### config.mk
export PLATFORM = sky130hd
export DESIGN_NAME = chord_sequencer
export DESIGN_NICKNAME = d
export VERILOG_FILES = /design/src/rtl/chord_sequencer.sv
export SDC_FILE = /design/constraint.sdc
export NUM_CORES = 1
export LEC_CHECK = 0
export BUFFER_PORTS_ARGS = -buffer_cell sky130_fd_sc_hd__buf_2
export CAP_MARGIN = 20
export CORE_MARGIN = 2
export CORE_UTILIZATION = 45
export CTS_BUF_LIST = sky130_fd_sc_hd__clkbuf_16
export DETAILED_ROUTE_END_ITERATION = 7
export PLACE_DENSITY = 0.71
export SYNTH_ARGS = -nofsm -noshare
export SYNTH_HDL_FRONTEND = slang
export SYNTH_SLANG_ARGS = --single-unit
### constraint.sdc
create_clock -name slow_clk -period 14.9 [get_ports slow_clk]
set_input_delay 1.49 -clock slow_clk [delete_from_list [all_inputs] [get_ports slow_clk]]
set_output_delay 1.49 -clock slow_clk [all_outputs]
set_load 0.03 [all_outputs]
### src/rtl/chord_sequencer.sv
// Beat-clocked chord progression generator: four 4-chord progressions, derived
// 4-note voicings spread over NUM_VOICES outputs, transposed and clamped to 0..127.
module chord_sequencer #(
    parameter int NUM_VOICES      = 16,
    parameter int BEATS_PER_CHORD = 8,
    parameter int BASE_NOTE       = 12
) (
    input  logic                    slow_clk,
    input  logic                    reset,
    input  logic                    run,
    input  logic [1:0]              prog_sel,
    input  logic [4:0]              transpose,
    output logic [7*NUM_VOICES-1:0] notes,
    output logic [1:0]              chord_idx,
    output logic [5:0]              beat_cnt,
    output logic                    chord_change,
    output logic                    prog_wrap
);

    localparam logic [5:0] LAST_BEAT = 6'(BEATS_PER_CHORD - 1);

    localparam logic [1:0] Q_MAJ7 = 2'd0;
    localparam logic [1:0] Q_DOM7 = 2'd1;
    localparam logic [1:0] Q_MIN7 = 2'd2;
    localparam logic [1:0] Q_MAJ6 = 2'd3;

    function automatic logic [3:0] chord_root(input logic [1:0] prog, input logic [1:0] idx);
        logic [3:0] root;
        case ({prog, idx})
            4'h0: root = 4'd0;  4'h1: root = 4'd5;  4'h2: root = 4'd9;  4'h3: root = 4'd7;
            4'h4: root = 4'd2;  4'h5: root = 4'd7;  4'h6: root = 4'd0;  4'h7: root = 4'd0;
            4'h8: root = 4'd9;  4'h9: root = 4'd2;  4'hA: root = 4'd7;  4'hB: root = 4'd0;
            4'hC: root = 4'd0;  4'hD: root = 4'd9;  4'hE: root = 4'd2;  default: root = 4'd7;
        endcase
        return root;
    endfunction

    function automatic logic [1:0] chord_qual(input logic [1:0] prog, input logic [1:0] idx);
        logic [1:0] qual;
        case ({prog, idx})
            4'h0: qual = Q_MAJ7;  4'h1: qual = Q_MAJ7;  4'h2: qual = Q_MIN7;  4'h3: qual = Q_MAJ6;
            4'h4: qual = Q_MIN7;  4'h5: qual = Q_DOM7;  4'h6: qual = Q_MAJ7;  4'h7: qual = Q_MAJ7;
            4'h8: qual = Q_MIN7;  4'h9: qual = Q_MIN7;  4'hA: qual = Q_DOM7;  4'hB: qual = Q_MAJ7;
            4'hC: qual = Q_MAJ7;  4'hD: qual = Q_MIN7;  4'hE: qual = Q_MIN7;  default: qual = Q_DOM7;
        endcase
        return qual;
    endfunction

    function automatic logic [3:0] chord_interval(input logic [1:0] qual, input logic [1:0] j);
        logic [3:0] ival;
        case (j)
            2'd0:    ival = 4'd0;
            2'd1:    ival = (qual == Q_MIN7) ? 4'd3 : 4'd4;
            2'd2:    ival = 4'd7;
            default: begin
                case (qual)
                    Q_MAJ7:  ival = 4'd11;
                    Q_MAJ6:  ival = 4'd9;
                    default: ival = 4'd10;
                endcase
            end
        endcase
        return ival;
    endfunction

    // k is the voice position within its 8-voice group: bass, then two octaves of the chord
    function automatic logic [6:0] voice_note(input logic [3:0] root, input logic [1:0] qual,
                                              input logic [4:0] trans, input logic [2:0] k);
        logic [2:0]        km1;
        logic [5:0]        offset;
        logic signed [8:0] sum;
        logic [6:0]        note;
        km1 = k - 3'd1;
        if (k == 3'd0) begin
            offset = 6'd0;
        end else begin
            offset = (km1[2] ? 6'd24 : 6'd12) + {2'b00, chord_interval(qual, km1[1:0])};
        end
        sum = 9'(BASE_NOTE) + {5'b00000, root} + {{4{trans[4]}}, trans} + {3'b000, offset};
        if (sum < 0) begin
            note = 7'd0;
        end else if (sum > 9'sd127) begin
            note = 7'd127;
        end else begin
            note = sum[6:0];
        end
        return note;
    endfunction

    logic [5:0]              r_beat_cnt;
    logic [1:0]              r_chord_idx;
    logic [1:0]              r_prog_q;
    logic [4:0]              r_trans_q;
    logic [7*NUM_VOICES-1:0] r_notes;
    logic                    r_chord_change;
    logic                    r_prog_wrap;

    logic                    w_boundary;
    logic                    w_load;
    logic [1:0]              w_idx;
    logic [1:0]              w_prog;
    logic [4:0]              w_trans;
    logic [3:0]              w_root;
    logic [1:0]              w_qual;
    logic [7*NUM_VOICES-1:0] w_notes;

    // Controls are only taken from the inputs when a new chord is loaded; otherwise
    // the latched copies keep the voicing stable.
    assign w_boundary = run && (r_beat_cnt == LAST_BEAT);
    assign w_load     = reset || w_boundary;
    assign w_idx      = reset ? 2'd0 : (w_boundary ? r_chord_idx + 2'd1 : r_chord_idx);
    assign w_prog     = w_load ? prog_sel  : r_prog_q;
    assign w_trans    = w_load ? transpose : r_trans_q;
    assign w_root     = chord_root(w_prog, w_idx);
    assign w_qual     = chord_qual(w_prog, w_idx);

    for (genvar v = 0; v < NUM_VOICES; v++) begin : g_voice
        assign w_notes[7*v +: 7] = voice_note(w_root, w_qual, w_trans, 3'(v % 8));
    end

    always_ff @(posedge slow_clk) begin
        if (reset) begin
            r_beat_cnt     <= 6'd0;
            r_chord_idx    <= 2'd0;
            r_prog_q       <= prog_sel;
            r_trans_q      <= transpose;
            r_notes        <= w_notes;
            r_chord_change <= 1'b0;
            r_prog_wrap    <= 1'b0;
        end else if (run) begin
            r_chord_change <= w_boundary;
            r_prog_wrap    <= w_boundary && (r_chord_idx == 2'd3);
            if (w_boundary) begin
                r_beat_cnt  <= 6'd0;
                r_chord_idx <= w_idx;
                r_prog_q    <= prog_sel;
                r_trans_q   <= transpose;
                r_notes     <= w_notes;
            end else begin
                r_beat_cnt  <= r_beat_cnt + 6'd1;
            end
        end else begin
            r_chord_change <= 1'b0;
            r_prog_wrap    <= 1'b0;
        end
    end

    assign notes        = r_notes;
    assign chord_idx    = r_chord_idx;
    assign beat_cnt     = r_beat_cnt;
    assign chord_change = r_chord_change;
    assign prog_wrap    = r_prog_wrap;

endmodule
# Yosys cells after proc, flatten, opt, wreduce, memory -nomap -nowiden
# Memories as Yosys holds them, arrays and structs flattened.
# Cells that the tools add are included.
# W data, S select, Z words.
# op_classes
n_eq_ne,4
n_bitwise,1
n_lt_le_gt_ge,16
reduce_logical,9
addsub,14
n_mux,32
n_div,0
shifts,0
mul,0
# ops
operator,n
$mux W112,3
$mux W7,16
$gt A9 B8 Y1 const B,6
$lt A9 B1 Y1 const B,6
$mux W5,4
$add A9 B5 Y9,2
$add A9 B5 Y9 const B,2
$add A4 B4 Y5 const A,3
$mux W2,6
$add A9 B4 Y9 const B,1
$add A9 B6 Y9,1
$add A7 B6 Y8 const B,1
$gt A7 B8 Y1 const B,1
$gt A8 B8 Y1 const B,1
$lt A8 B1 Y1 const B,1
$add A6 B5 Y7,1
$lt A7 B1 Y1 const B,1
$add A5 B3 Y6 const A,1
$add A6 B1 Y6 const B,1
$eq A2 B2 Y1 const B,3
$eq A6 B3 Y1 const B,1
$mux W6,1
$pmux W2 S2,1
$reduce_and A2 Y1,2
8 further kinds,10
# totals
mem_count,2
out_inout_bits,122
reg_bits,129
mem_bits_rw,0
in_bits,10
romBits,96
latchBits,0
wordCells,85
# mem_list
memory,depth,width,rd,rd_ports_with_merged_regs,write_ports,line_no,text
(name not given),16,4,1,0,0,29,"case ({prog, idx})"
(name not given),16,2,1,0,0,40,"case ({prog, idx})"

# Logic depth before layout (Yosys ltp)
# Gate-level depths: netlist of the first run.
# An unclocked memory read counts as a cell.
# logic_depth
ltp_word,15
ltp_mapped,23
depth_no_buf,21

# Worst setup path after synthesis of the first run
# OpenSTA, ideal clock, no wires.
# synth_timing
path_kind,in2reg
from,in reset
to,"reg r_notes[75], in the netlist notes[75], data pin"
setup_ns,0.261
n_path_buf,2
setup_slack_ns,8.356
t_arrival_ns,6.283
required_ns,14.639
path_stages,17
path_cell_list,clkbuf_1 -> a21oi_4 -> inv_1 -> nand2_1 -> nand2_1 -> ha_1 -> inv_1 -> fa_1 -> xnor2_1 -> clkbuf_1 -> ha_1 -> inv_1 -> fa_1 -> nor2b_1 -> a22oi_1 -> a21oi_1 -> o2bb2a_1
# synth_via
elab_chain_len,13
word_cells_on_any_way,19
classes_between,add/sub (4); order compare (2); eq/ne (1); mux (9); reduce/logical (1); memory (2)
# synth_rtl
element,line_no,text
from (decl),9,"input logic reset,"
"parallel branches: the longest is 12 deep, another holds $add A9 B5 Y9",-,
$mux W112 *,122,if (reset) begin
to (signal assigned),127,r_notes <= w_notes;
to (signal assigned),138,r_notes <= w_notes;
to (decl),94,logic [7*NUM_VOICES-1:0] r_notes;
# Every way passes the cells marked *. The select of a mux whose other input is x is not followed.
# A chain may end at the register's enable or synchronous reset.

# Worst setup path after layout of the first run
# layout_timing
from,in run
to,"reg r_notes[75], in the netlist notes[75], data pin"
# layout_via
elab_chain_len,14
word_cells_on_any_way,21
classes_between,add/sub (4); order compare (2); eq/ne (1); mux (10); reduce/logical (2); memory (2)
# layout_rtl
element,line_no,text
from (decl),10,"input logic run,"
$logic_and A1 B1 Y1 *,109,assign w_boundary = run && (r_beat_cnt == LAST_BEAT);
"parallel branches: the longest is 6 deep, another holds $add A6 B5 Y7",-,
$add A9 B5 Y9 *,79,"sum = 9'(BASE_NOTE) + {5'b00000, root} + {{4{trans[4]}}, trans} + {3'b000, offset};"
$gt A9 B8 Y1,82,end else if (sum > 9'sd127) begin
$mux W7,82,
$mux W7 *,80,if (sum < 0) begin
$mux W112,133,if (w_boundary) begin
$mux W112,130,end else if (run) begin
$mux W112 *,122,
# Marked as above.

==> results of run 1 <==
sequential cells by signal, summed over array words and instances (netlist names):
signal and flops:
beat_cnt 6, chord_change 1, chord_idx 2, notes 55
prog_wrap 1, r_prog_q 2, r_trans_q 5
layer usage:
metal	vias up	GRT usage
met4	0	0.06660
met2	139	0.2871
li1	1603	-
met5	-	0
met3	14	0.04637
met1	1553	0.2151
report_power, final:
group | internal [mW] | switching [mW]
sequential | 0.294 | 0.0213
combinational | 0.165 | 0.395
clock | 0.147 | 0.0876
logic make-up after synthesis:
family / Yosys count / synth area share
muxes: 7 / 0.01859
adders and majority gates: 34 / 0.1021
other: 1 / 0.0008316
DFF: 72 / 0.4573
xor gates and xnor gates: 25 / 0.05355
AOI/OAI and AO/OA: 90 / 0.1274
and+or+nand+nor: 111 / 0.1107
buffers and inverters: 93 / 0.1296
worst max-delay path, stage by stage:
cell      delay [ns]
buf_2           0.13
and3_1          0.22
a21oi_4         0.35
mux2i_1         0.87
nor2b_1         0.10
a211oi_1        0.34
a21o_1          0.16
ha_1            0.23
inv_1           0.06
ha_1            0.24
nor3b_2         0.20
nor2_2          0.59
inv_1           0.41
ha_1            0.44
a21oi_1         0.25
maj3_1          0.22
a21o_1          0.24
o2bb2a_1        0.25
worst paths after layout:
check | slack [ns] | from | end
worst min register to register | 0.53 | beat_cnt[5] | beat_cnt[5]
worst min-delay path | 0.53 | beat_cnt[5] | beat_cnt[5]
worst max register to register | 8.88 | beat_cnt[0] | notes[75]
worst max-delay path | 8.21 | run | notes[75]
through the flow:
step | power (mW) | setup WS (ns) | hold slack (ns)
2_1_floorplan | 0.7962 | 8.356 | 0.6174
3_3_place_gp | 0.8716 | 8.180 | 0.4938
3_5_place_dp | 0.8789 | 7.955 | 0.5190
4_1_cts | 1.115 | 8.265 | 0.5298
5_1_grt | 1.170 | 7.673 | 0.5857
6_report | 1.109 | 8.205 | 0.5279
placed cells by master (no fill, tap or decap), drive strengths merged, types with 8 or more instances in the layout:
cell type	n
inv	24
o21ai	15
nand2	35
xor2	8
nor2	44
edfxtp	62
a21oi	37
clkbuf	9
xnor2	17
buf	134
dfxtp	10
ha	28
cell type report:
| cell class | count | area share |
|---|---|---|
| clock inverters | 7 | 0.01835 |
| multi-input cells | 269 | 0.3603 |
| inverters | 22 | 0.01594 |
| flip-flops and latches | 72 | 0.3980 |
| well taps | 133 | 0.03212 |
| repair buffers | 134 | 0.1319 |
| clock buffers | 9 | 0.04347 |
==> results.json, run 1 <==
{
  "ys_seq_area_frac": 0.4573,
  "p_per_area_nw_per_um2": 214.0,
  "grt_pass1_wl_mm": 15.02,
  "routed.top_layer": "met4",
  "area_growth_pct": 14.90,
  "hold_depth": 2,
  "final_hold_viol_count": 0,
  "die_h_um": 104.1,
  "antenna_found_initial": 0,
  "cts_hold_buf": 0,
  "critPathRequiredTime_ns": 14.99,
  "io_buffers": 129,
  "drc": 0,
  "wl_per_cell_um": 14.27,
  "fin_crit_ns": 6.695,
  "regArea_um2": 2062,
  "multiInputGateArea_um2": 1867,
  "peakVddDrop_mv": 0.07954,
  "rsz0062_at_grt": "false",
  "stdcell_count": 646,
  "worstSetupPathType": "in -> reg",
  "finClkSkew_ns": 0.01449,
  "synth_cell_types": 58,
  "vias": 3309,
  "grt_overflow_total": 0,
  "fillCellCount": 865,
  "rows": 36,
  "clk_path_buf_depth": 2,
  "htree_levels": 3,
  "start_util": 0.4635,
  "cts_tree": "done",
  "die_w_um": 104.1,
  "cp-start-kind": "input pin",
  "via_per_inst": 5.122,
  "clk_latency_ns": 0.34,
  "ios": 132,
  "drive_above_1_share": 0.3216,
  "r2r.worst_path.cells": 18,
  "firstDrtPassIters": 4,
  "leakage_nw": 2.309,
  "drt_first_iter_violations": 136,
  "synth_edf_count": 62,
  "ys_seq_elements": 72,
  "netlist_top_cells_count": "edfxtp_1 (62), buf_4 (60), nor2_1 (43), a21oi_1 (35), nand2_1 (35)",
  "cap_violations": 0,
  "status": "finished, final reports clean",
  "placeableCoreArea_um2": 9729,
  "slew_headroom": 0.2908,
  "final_area_um2": 5181,
  "final_max_slew_viol_count": 0,
  "min_period_over_period": 0.4493,
  "met3_length_um": 589,
  "die_area_um2": 10840,
  "fin_tns_setup_ns": 0,
  "grt_max_degree": 45,
  "dp_hpwl_mm": 6.726,
  "grt_pass1_vias": 3039,
  "tightest_slew_ns": 1.056,
  "ctsResizeCount": 0,
  "dp.cells": 630,
  "met1_length_mm": 4.002,
  "gp_congestion": 0.8794,
  "max_freq_mhz": 149.4,
  "place_area_um2": 4861,
  "ant_nets": 0,
  "yosysTopAreaCell": "edfxtp_1",
  "netlist_area_um2": 4509,
  "final_util": 0.5325,
  "avgSynthCellArea_um2": 10.41,
  "synth.most_common_cell": "edfxtp_1",
  "clockRootBuffer": "clkbuf_16",
  "cp.arrival_ns": 6.79,
  "wl_met2_mm": 4.438,
  "fin_nets": 551,
  "yosysWarnings": 0,
  "wirelength_mm": 9.216,
  "synthTopCellsByArea": "edfxtp_1 (41%), buf_4 (10%), ha_1 (7.8%)",
  "cts_setup_buffers": 0,
  "finalSetupViolations": 0,
  "diodes": 0,
  "synthCells": 433,
  "cts_sinks": 72,
  "worstPathMaxFanout": 18,
  "cts_buffers": 9,
  "clk_pin_slew_worst_paths_ns": 0.07,
  "yosysTopAreaCellShare": 0.4129,
  "synth-async-reset-ratio": 0,
  "ys.flop_type": "edfxtp_1",
  "track_usage": 0.1729,
  "hold_path.class": "reg -> reg",
  "endpoint_kind": "flip-flop"
}
No activity file was read; power rests on OpenSTA's default activity.
==> run 2: changes to the inputs <==
--- a/config.mk
+++ b/config.mk
@@ -11,7 +11,7 @@
 export CORE_UTILIZATION = 45
 export CTS_BUF_LIST = sky130_fd_sc_hd__clkbuf_16
 export DETAILED_ROUTE_END_ITERATION = 7
-export PLACE_DENSITY = 0.71
+export PLACE_DENSITY = 0.74
 export SYNTH_ARGS = -nofsm -noshare
 export SYNTH_HDL_FRONTEND = slang
 export SYNTH_SLANG_ARGS = --single-unit
==> constraint.sdc (replaced) <==
create_clock -name slow_clk -period 6.03 [get_ports slow_clk]
set_input_delay 0.603 -clock slow_clk [delete_from_list [all_inputs] [get_ports slow_clk]]
set_output_delay 0.603 -clock slow_clk [all_outputs]
set_load 0.03 [all_outputs]
==> results.json, run 2 (synthesis results as in run 1) <==
{
  "max_freq_mhz": 183.6,
  "ctsResizeCount": 0,
  "p_switching_mw": 1.266,
  "final_hold_viol_count": 0,
  "min_period_over_period": 0.9031,
  "io_buffers": 129,
  "final_max_slew_viol_count": 0,
  "fin_tns_setup_ns": 0,
  "rows": 36,
  "peakVddDrop_mv": 0.2202,
  "slew_headroom": 0.4263,
  "rsz0062_at_grt": "false",
  "cp-start-kind": "flip-flop",
  "finalSetupViolations": 0,
  "die_w_um": 104.1,
  "grt_pass1_vias": 3100,
  "endpoint_kind": "flip-flop",
  "grt_overflow_total": 0,
  "layout_setup_ws_ns": 0.5845,
  "grt_pass1_wl_mm": 15.31,
  "cts_buffers": 9,
  "dpl_worst_slack_ns": 0.4296,
  "wl_per_cell_um": 14.33,
  "dp_hpwl_mm": 6.904,
  "power.share.clock": 0.202,
  "power_frac_seq": 0.285,
  "critPathRequiredTime_ns": 6.11,
  "leakage_nw": 2.330,
  "worstSetupPathType": "reg -> reg",
  "finClkSkew_ns": 0.005956,
  "placeableCoreArea_um2": 9729,
  "gp_congestion": 0.9189,
  "cp.arrival_ns": 5.52,
  "ant_nets": 0,
  "vias": 3309,
  "worstPathMaxFanout": 8,
  "fin_crit_ns": 5.445,
  "p_per_area_nw_per_um2": 526.2,
  "sw_frac_of_total": 0.4618,
  "clk_pin_slew_worst_paths_ns": 0.06,
  "start_util": 0.4635,
  "cap_violations": 0,
  "mostFrequentLayoutCell": "buf_2",
  "p_int_mw": 1.475,
  "cts_hold_buf": 0,
  "fin_nets": 556,
  "cts_setup_buffers": 0,
  "die_h_um": 104.1,
  "clockRootBuffer": "clkbuf_16",
  "grt_max_degree": 43,
  "hold_path.class": "in -> reg",
  "die_area_um2": 10840,
  "cts_tree": "done",
  "cts_sinks": 72,
  "wirelength_mm": 9.332,
  "holdWs_ns": 0.4637,
  "area_growth_pct": 15.51,
  "final_cell_mix": "buf_2 (129), edfxtp_1 (62), nor2_1 (43)",
  "largest_reg_flops": 55,
  "drive_above_1_share": 0.3301,
  "p_comb_frac": 0.512,
  "ff2ff_setup_slack_ns": 0.58,
  "clk_path_buf_depth": 2,
  "track_usage": 0.1740,
  "via_per_inst": 5.083,
  "tightest_slew_ns": 0.8598,
  "clk_latency_ns": 0.33,
  "drc": 0,
  "drt_first_iter_violations": 146,
  "antenna_found_initial": 0,
  "status": "finished, final reports clean",
  "ios": 132,
  "fillCellCount": 858,
  "htree_levels": 3,
  "diodes": 0,
  "firstDrtPassIters": 4
}
## run 2: cell count changes in the layout (fill, tap and decap cells not counted)
cell,delta
bufinv_16,-1
buf_4,+5
clkinvlp_4,-1
inv_8,+2
inv_6,+1
inv_1,-1
## run 2: cell type report
cell class | instances | area, um2 | area share
timing repair buffer | 139 | 720.7 | 0.1384
sequential | 72 | 2062 | 0.3959
clock buffer | 9 | 225.2 | 0.04324
tap | 133 | 166.4 | 0.03195
multi-input combinational | 269 | 1867 | 0.3584
clock inverter | 7 | 85.08 | 0.01633
inverter | 22 | 82.58 | 0.01585
## run 2: metal layers
metal / track usage / share of wire / up-vias
met1: 0.2241 / 0.44 / 1517
met4: 0.05888 / 0.015 / 0
met5: 0 / 0 / -
li1: - / - / 1624
met3: 0.04135 / 0.059 / 17
met2: 0.2885 / 0.49 / 151
## run 2: final timing paths
kind	startpoint	end	cells past startpoint
worst max register to register	beat_cnt[0]	notes[75]	18
worst max-delay path	beat_cnt[0]	notes[75]	18
worst min register to register	beat_cnt[1]	beat_cnt[1]	2
worst min-delay path	transpose[1]	r_trans_q[1]	1
## run 2: power groups by stage
| stage | Sequential (mW) | Combinational, mW | Clock [mW] |
|---|---|---|---|
| floorplan | 1.03 | 0.939 | 0 |
| global placement | 0.787 | 1.39 | 0 |
| detailed placement | 0.797 | 1.40 | 0 |
| CTS | 0.786 | 1.40 | 0.564 |
| global route | 0.799 | 1.50 | 0.586 |
| finish | 0.782 | 1.40 | 0.555 |
## run 2: worst max-delay path, cell delays in order, from the launching register on
cell and delay [ns]:
dfxtp_1 0.34, ha_1 0.23, and3_1 0.26, a21bo_2 0.22, a21oi_1 0.50, inv_1 0.18, ha_1 0.32, nand2_1 0.07
o211ai_1 0.11, o21a_1 0.14, fa_1 0.73, inv_1 0.16, ha_1 0.34, ha_1 0.23, fa_1 0.45, nor2b_1 0.15
a22oi_1 0.34, a21oi_1 0.12, o2bb2a_1 0.30
## run 2: metrics by stage
| stage | utilization | instance area (um2) | total power [mW] | std cells |
|---|---|---|---|---|
| floorplan | - | 4513 | 1.967 | 434 |
| global placement | 0.5035 | 4898 | 2.173 | 635 |
| detailed placement | 0.5035 | 4898 | 2.193 | 635 |
| CTS | 0.5354 | 5209 | 2.751 | 651 |
| global route | 0.5354 | 5209 | 2.885 | 651 |
| finish | 0.5354 | 5209 | 2.741 | 651 |
==> run 3: changes to the inputs <==
--- a/config.mk
+++ b/config.mk
@@ -8,10 +8,10 @@
 export BUFFER_PORTS_ARGS = -buffer_cell sky130_fd_sc_hd__buf_2
 export CAP_MARGIN = 20
 export CORE_MARGIN = 2
-export CORE_UTILIZATION = 45
+export CORE_UTILIZATION = 47
 export CTS_BUF_LIST = sky130_fd_sc_hd__clkbuf_16
 export DETAILED_ROUTE_END_ITERATION = 7
-export PLACE_DENSITY = 0.74
+export PLACE_DENSITY = 0.76
 export SYNTH_ARGS = -nofsm -noshare
 export SYNTH_HDL_FRONTEND = slang
 export SYNTH_SLANG_ARGS = --single-unit
==> constraint.sdc (replaced) <==
create_clock -name slow_clk -period 4.5 [get_ports slow_clk]
set_input_delay 0.45 -clock slow_clk [delete_from_list [all_inputs] [get_ports slow_clk]]
set_output_delay 0.45 -clock slow_clk [all_outputs]
set_load 0.03 [all_outputs]
==> results.json, run 3 (synthesis results as in run 1) <==
{
  "endpoint_kind": "flip-flop",
  "cp_top_family": "adder cells",
  "die_h_um": 102.0,
  "final_util": 0.5902,
  "track_usage": 0.1949,
  "p_comb_frac": 0.542,
  "hold_path.class": "in -> reg",
  "start_util": 0.4857,
  "io_buffers": 129,
  "finalSetupViolations": 0,
  "worstPathMaxFanout": 7,
  "grt_overflow_total": 0,
  "antenna_found_initial": 0,
  "holdWs_ns": 0.3041,
  "clockRootBuffer": "clkbuf_16",
  "clk_latency_ns": 0.34,
  "rsz0062_at_grt": "false",
  "fin_nets": 574,
  "slew_headroom": 0.5631,
  "sw_frac_of_total": 0.4650,
  "slowest_delay_ns": 0.37,
  "via_per_inst": 5.146,
  "grt_pass1_wl_mm": 15.58,
  "status": "finished, final reports clean",
  "final_cell_mix": "buf_2 (129), edfxtp_1 (62), nor2_1 (42)",
  "wl_per_cell_um": 15.07,
  "crit_chain": "ha_4 > and3_4 > nand2_1 > xor2_2 > nor2_4 > inv_1 > ha_1 > a211oi_2 > a21o_1 > buf_4 > ha_4 > xnor2_4 > inv_1 > ha_2 > inv_1 > ha_4 > a21oi_2 > maj3_1 > a21o_1 > o2bb2a_2",
  "clk_pin_slew_worst_paths_ns": 0.06,
  "critPathRequiredTime_ns": 4.59,
  "cts_tree": "done",
  "dpl_worst_slack_ns": -0.01928,
  "worstSetupPathType": "reg -> reg",
  "vias": 3422,
  "placeableCoreArea_um2": 9284,
  "firstDrtPassIters": 4,
  "final_max_slew_viol_count": 0,
  "cp-start-kind": "flip-flop",
  "diodes": 0,
  "gp_congestion": 0.9401,
  "largest_reg_flops": 55,
  "ios": 132,
  "grt_max_degree": 43,
  "power_frac_seq": 0.284,
  "slowest_stage": "dfxtp_4",
  "die_w_um": 102.0,
  "peakVddDrop_mv": 0.2464,
  "cts_sinks": 72,
  "mostFrequentLayoutCell": "buf_2",
  "critPathBufInv": 4,
  "rows": 35,
  "finClkSkew_ns": 0.006766,
  "p_switching_mw": 1.716,
  "htree_levels": 3,
  "max_freq_mhz": 235.4,
  "fin_crit_ns": 4.247,
  "drive_above_1_share": 0.3974,
  "drt_first_iter_violations": 195,
  "stdcell_count": 665,
  "min_period_over_period": 0.9438,
  "drc": 0,
  "cts_buffers": 9,
  "area_growth_pct": 21.50,
  "die_area_um2": 10390,
  "layout_setup_ws_ns": 0.2527,
  "tightest_slew_ns": 0.6503,
  "p_int_mw": 1.975,
  "cts_hold_buf": 0,
  "power.share.clock": 0.174,
  "power_mw": 3.691,
  "leakage_nw": 2.412,
  "wirelength_mm": 10.02,
  "p_per_area_nw_per_um2": 673.7,
  "dp_hpwl_mm": 7.492,
  "final_hold_viol_count": 0,
  "cap_violations": 0,
  "dp.cells": 647,
  "grt_pass1_vias": 3199,
  "clk_path_buf_depth": 2,
  "ant_nets": 0,
  "cp.arrival_ns": 4.34
}
run 3: cell types whose count changed in the layout (fill, tap and decap cells not counted), moves of 3 or more:
cell and change:
buf_4 +17, ha_1 -7, ha_4 +5, a21oi_1 -3, a21oi_2 +3, clkinv_2 +3
run 3: path summary, 6_finish.rpt:
path / startpoint / to / slack, ns / cells after the start
setup / recovery: beat_cnt[1] / notes[75] / 0.25 / 20
setup reg to reg: beat_cnt[1] / notes[75] / 0.25 / 20
hold / removal: transpose[2] / r_trans_q[2] / 0.30 / 1
hold reg to reg: beat_cnt[1] / beat_cnt[1] / 0.52 / 2
run 3: layer usage:
| metal | track usage | vias to the layer above | wire [um] |
|---|---|---|---|
| li1 | - | 1657 | - |
| met1 | 0.2373 | 1624 | 4206 |
| met2 | 0.3386 | 125 | 5101 |
| met3 | 0.04651 | 16 | 571 |
| met4 | 0.06872 | 0 | 144 |
| met5 | 0 | - | 0 |
run 3: through the flow:
step	area, um2	setup TNS, ns
after global placement	5144	0
after detailed placement	5144	-0.03591
after global routing	5479	0
after floorplan	4659	-1.652
final	5479	0
after CTS	5409	0
run 3: layout make-up:
type / count / area [um2]
Inverter: 22 / 86.33
Timing Repair Buffer: 156 / 848.3
Fill cell: 779 / 3805
Tap cell: 129 / 161.4
Multi-Input combinational cell: 270 / 2048
Sequential cell: 72 / 2069
Clock buffer: 9 / 225.2
Clock inverter: 7 / 40.04
run 3: power groups by stage:
stage	combinational [mW]	sequential, mW	clock, mW
after floorplan	1.31	1.38	0
after CTS	1.98	1.05	0.649
final	2.00	1.05	0.641
after global routing	2.16	1.07	0.676
after global placement	1.95	1.06	0
after detailed placement	1.97	1.07	0
run 3: timing repair:
| action | CTS | global route |
|---|---|---|
| resized for setup | 0 | 9 |
| endpoints found under the setup margin | 0 | 50 |
| setup buffers | 0 | 1 |
